--- src/rtl/gbt_rx_pattern_checker_sat_counter.sv ---
// Saturating up-counter used for the mismatch count.
// Ports:
//   clk_ik : clock
//   rst_ir : asynchronous active-high reset, zeroes the count
//   inc_i  : increment request, ignored once the count is all-ones
//   clr_i  : synchronous clear, wins over inc_i
//   cnt_ob : current count
module sat_counter #(
  parameter int WIDTH = 16
) (
  input  logic             clk_ik,
  input  logic             rst_ir,
  input  logic             inc_i,
  input  logic             clr_i,
  output logic [WIDTH-1:0] cnt_ob
);

  always_ff @(posedge clk_ik or posedge rst_ir) begin
    if (rst_ir) begin
      cnt_ob <= '0;
    end else if (clr_i) begin
      cnt_ob <= '0;
    end else if (inc_i && (cnt_ob != '1)) begin
      cnt_ob <= cnt_ob + 1'b1;
    end
  end

endmodule

--- config.mk ---
export PLATFORM = sky130hd
export DESIGN_NAME = sat_counter
export DESIGN_NICKNAME = d
export VERILOG_FILES = /design/src/rtl/gbt_rx_pattern_checker_sat_counter.sv
export SDC_FILE = /design/constraint.sdc
export NUM_CORES = 1
export LEC_CHECK = 0
export CAP_MARGIN = 5
export CORE_UTILIZATION = 30
export CTS_CLUSTER_SIZE = 12
export DETAILED_ROUTE_END_ITERATION = 10
export PLACE_DENSITY_LB_ADDON = 0.2
export SLEW_MARGIN = 20
export SYNTH_ARGS = -nofsm -noshare
export SYNTH_HDL_FRONTEND = slang
export SYNTH_SLANG_ARGS = --single-unit
--- constraint.sdc ---
create_clock -name clk_ik -period 2.2 [get_ports clk_ik]
set_input_delay 0.44 -clock clk_ik [delete_from_list [all_inputs] [get_ports clk_ik]]
set_output_delay 0.44 -clock clk_ik [all_outputs]
set_load 0.05 [all_outputs]
==> metrics.txt <==
status finished with violations; failing checks DRC; synthesized area per cell 9.23 um2; Hold-fix buffers, CTS 0; Top Registers cnt_ob: 16 flops; FFs w/ async S/R, synth 1.00; total CTS buffers 3; post-cts sizing count 0; most frequent cells in the layout clkdlybuf4s50_1, dfrtp_1, a21oi_1; crit path DAT ~1.7 ns; DRT Pass-1 Iters 7; largest stage delay on the critical path 0.86 ns; Place WS 0.0514 ns; critical path cell sequence clkdlybuf4s50_1; HP Class in2async; Biggest register cnt_ob; fmax approximately 0.48 GHz; All-Layer GR Usage 0.145; GR Layer Usage met2 0.219; met3 GRT Util 0.0201; syn nets about 110; pwr dens 461 mW/mm2; gpl congestion around 0.77; Final Max Tran Viols 0; global-route wire length before repair approximately 3700 um; Cells after Synth 101; Crit-path slowest cell clkdlybuf4s50_1; Max FO, Critical Path 8; Largest register FFs 16; CTS tree done; RSZ-0062 raised after global routing false; total gr overflow 0; Worst Path Class, Setup reg2out; FF-to-FF Start cnt_ob[2]; # setup viols final 0; nets 130; Crit path max-delay family buffers and inverters; Final Hold Fails 0; P_leak 0.000431 uW; ANT nets after route 0; clock latency on the worst-skew pair 0.29 ns; critical path startpoint category register; reg-to-reg endpoint cnt_ob[13]; synthesized area around 930 um2; most common cell after layout, fill and taps aside clkdlybuf4s50_1; drt via density ~5.8; Rows 19; Critical Path RT between 1.5 and 2 ns; die height around 58 um; core area 0.00285 mm2; yosys warns 0; fraction of layout cells with a size suffix above 1 0.113; grt peak-use layer met2; Die Wd between 50 and 60 um; largest net degree at the start of global routing 17; Rel. slew slack 0.578; Worst Tran Pin Value approximately 0.63 ns; Inserted Diodes 0; Iter 0 DRT Violations 12; Worst R2R Setup Slack 0.26 ns; Root Buffer clkbuf_4; sequential-to-total area share from yosys stat 0.430; Main synth FF type dfrtp_1; Worst VDD drop between 0.0002 and 0.00025 V; I/O Pins 20; routing usage on met1 0.203; H-tree lvl count 1; vias post-DR 900; Max Cap Violations 0; Post-CTS Setup Inserts 0; TNS Setup 0 ns; port bufs 19; CTS Sinks 16; EDFF count, synth 0; initial core utilization 0.327; Buf/Inv on CP 1; min Tclk post-route roughly 2.1 ns; DIE AREA roughly 0.0033 mm2; Clock Skews about 0.0021 ns; CP Capture Type output port; Layout area overhead 29.0%; Total Wirelength between 2000 and 2500 um; vias in the first global route roughly 810; Synth Register Bits 16; CTS clk-pin slew, worst paths 0.10 ns; count of cell types in the netlist 29; DR DRC count 1; Setup WS post-layout between 0.1 and 0.15 ns; worst-case reg-to-reg path depth 4; DR WL/cell 14.6 um; clk buf depth 2; final worst path period share 0.950; antenna violations before repair 0
-- synth_stat cells (all sizes together) (2+ instances only) --
| cell type | n | area share |
|---|---|---|
| o21ai | 5 | 0.027 |
| a21oi | 12 | 0.064 |
| nand2 | 6 | 0.024 |
| o31ai | 5 | 0.040 |
| nor2b | 3 | 0.020 |
| o41ai | 2 | 0.019 |
| or4 | 8 | 0.070 |
| dfrtp | 16 | 0.43 |
| nand3 | 7 | 0.038 |
| nand2b | 2 | 0.013 |
| mux2 | 2 | 0.024 |
| or3 | 7 | 0.048 |
| inv | 3 | 0.012 |
| nor3 | 4 | 0.021 |
| nor4 | 3 | 0.020 |
| nor2 | 3 | 0.012 |
| nand4 | 5 | 0.050 |
| clkbuf | 2 | 0.0094 |
-- area by class of cell --
class                      count  area [um2]
multi-input combinational     78         495
inverter                       3        11.3
clock buffer                   4        36.3
timing repair buffer          23         220
fill                         304        1650
tap                           31        38.8
sequential                    16         400
-- power breakdown --
part	switching [uW]	internal, uW	total, uW	leakage (uW)
Combinational	33.8	20.2	53.9	0.000188
Clock	96.5	101	197	0.0000210
Sequential	5.63	297	303	0.000222
Total	136	418	554	0.000431
-- metrics by stage --
step                cells  area (um2)  hold WS (ns)  power (uW)  utilization
floorplan             101         932         0.354         343            -
global placement      151        1170         0.545         363        0.409
detailed placement    151        1170         0.569         363        0.409
CTS                   155        1200         0.528         567        0.421
global route          155        1200         0.599         583        0.421
finish                155        1200         0.519         554        0.421
-- cell families (layout without fill, tap and decap cells) --
family | after synthesis | count (layout) | share of synthesized area
adders and majority gates | 1 | 1 | 0.0134
and+or+nand+nor | 49 | 49 | 0.326
buffers and inverters | 7 | 30 | 0.0389
AOI/OAI and AO/OA | 25 | 25 | 0.157
muxes | 3 | 3 | 0.0349
DFF | 16 | 16 | 0.430
-- layer usage --
| metal | routed length [um] | up-vias |
|---|---|---|
| li1 | - | 436 |
| met1 | 1100 | 432 |
| met2 | 998 | 27 |
| met3 | 104 | 5 |
| met4 | 52 | 0 |
| met5 | 0 | - |
-- worst max path at each step --
stage | from | to | slack [ns] | cells past startpoint
CTS | cnt_ob[15] | cnt_ob[15] | 0.09 | 1
floorplan | cnt_ob[0] | cnt_ob[0] | 0.06 | 6
detailed placement | inc_i | cnt_ob[13] | 0.05 | 5
global route | cnt_ob[2] | cnt_ob[2] | 0.06 | 1
global placement | inc_i | cnt_ob[13] | 0.1 | 5
finish | cnt_ob[15] | cnt_ob[15] | 0.11 | 1
No activity file was read; power rests on OpenSTA's default activity.
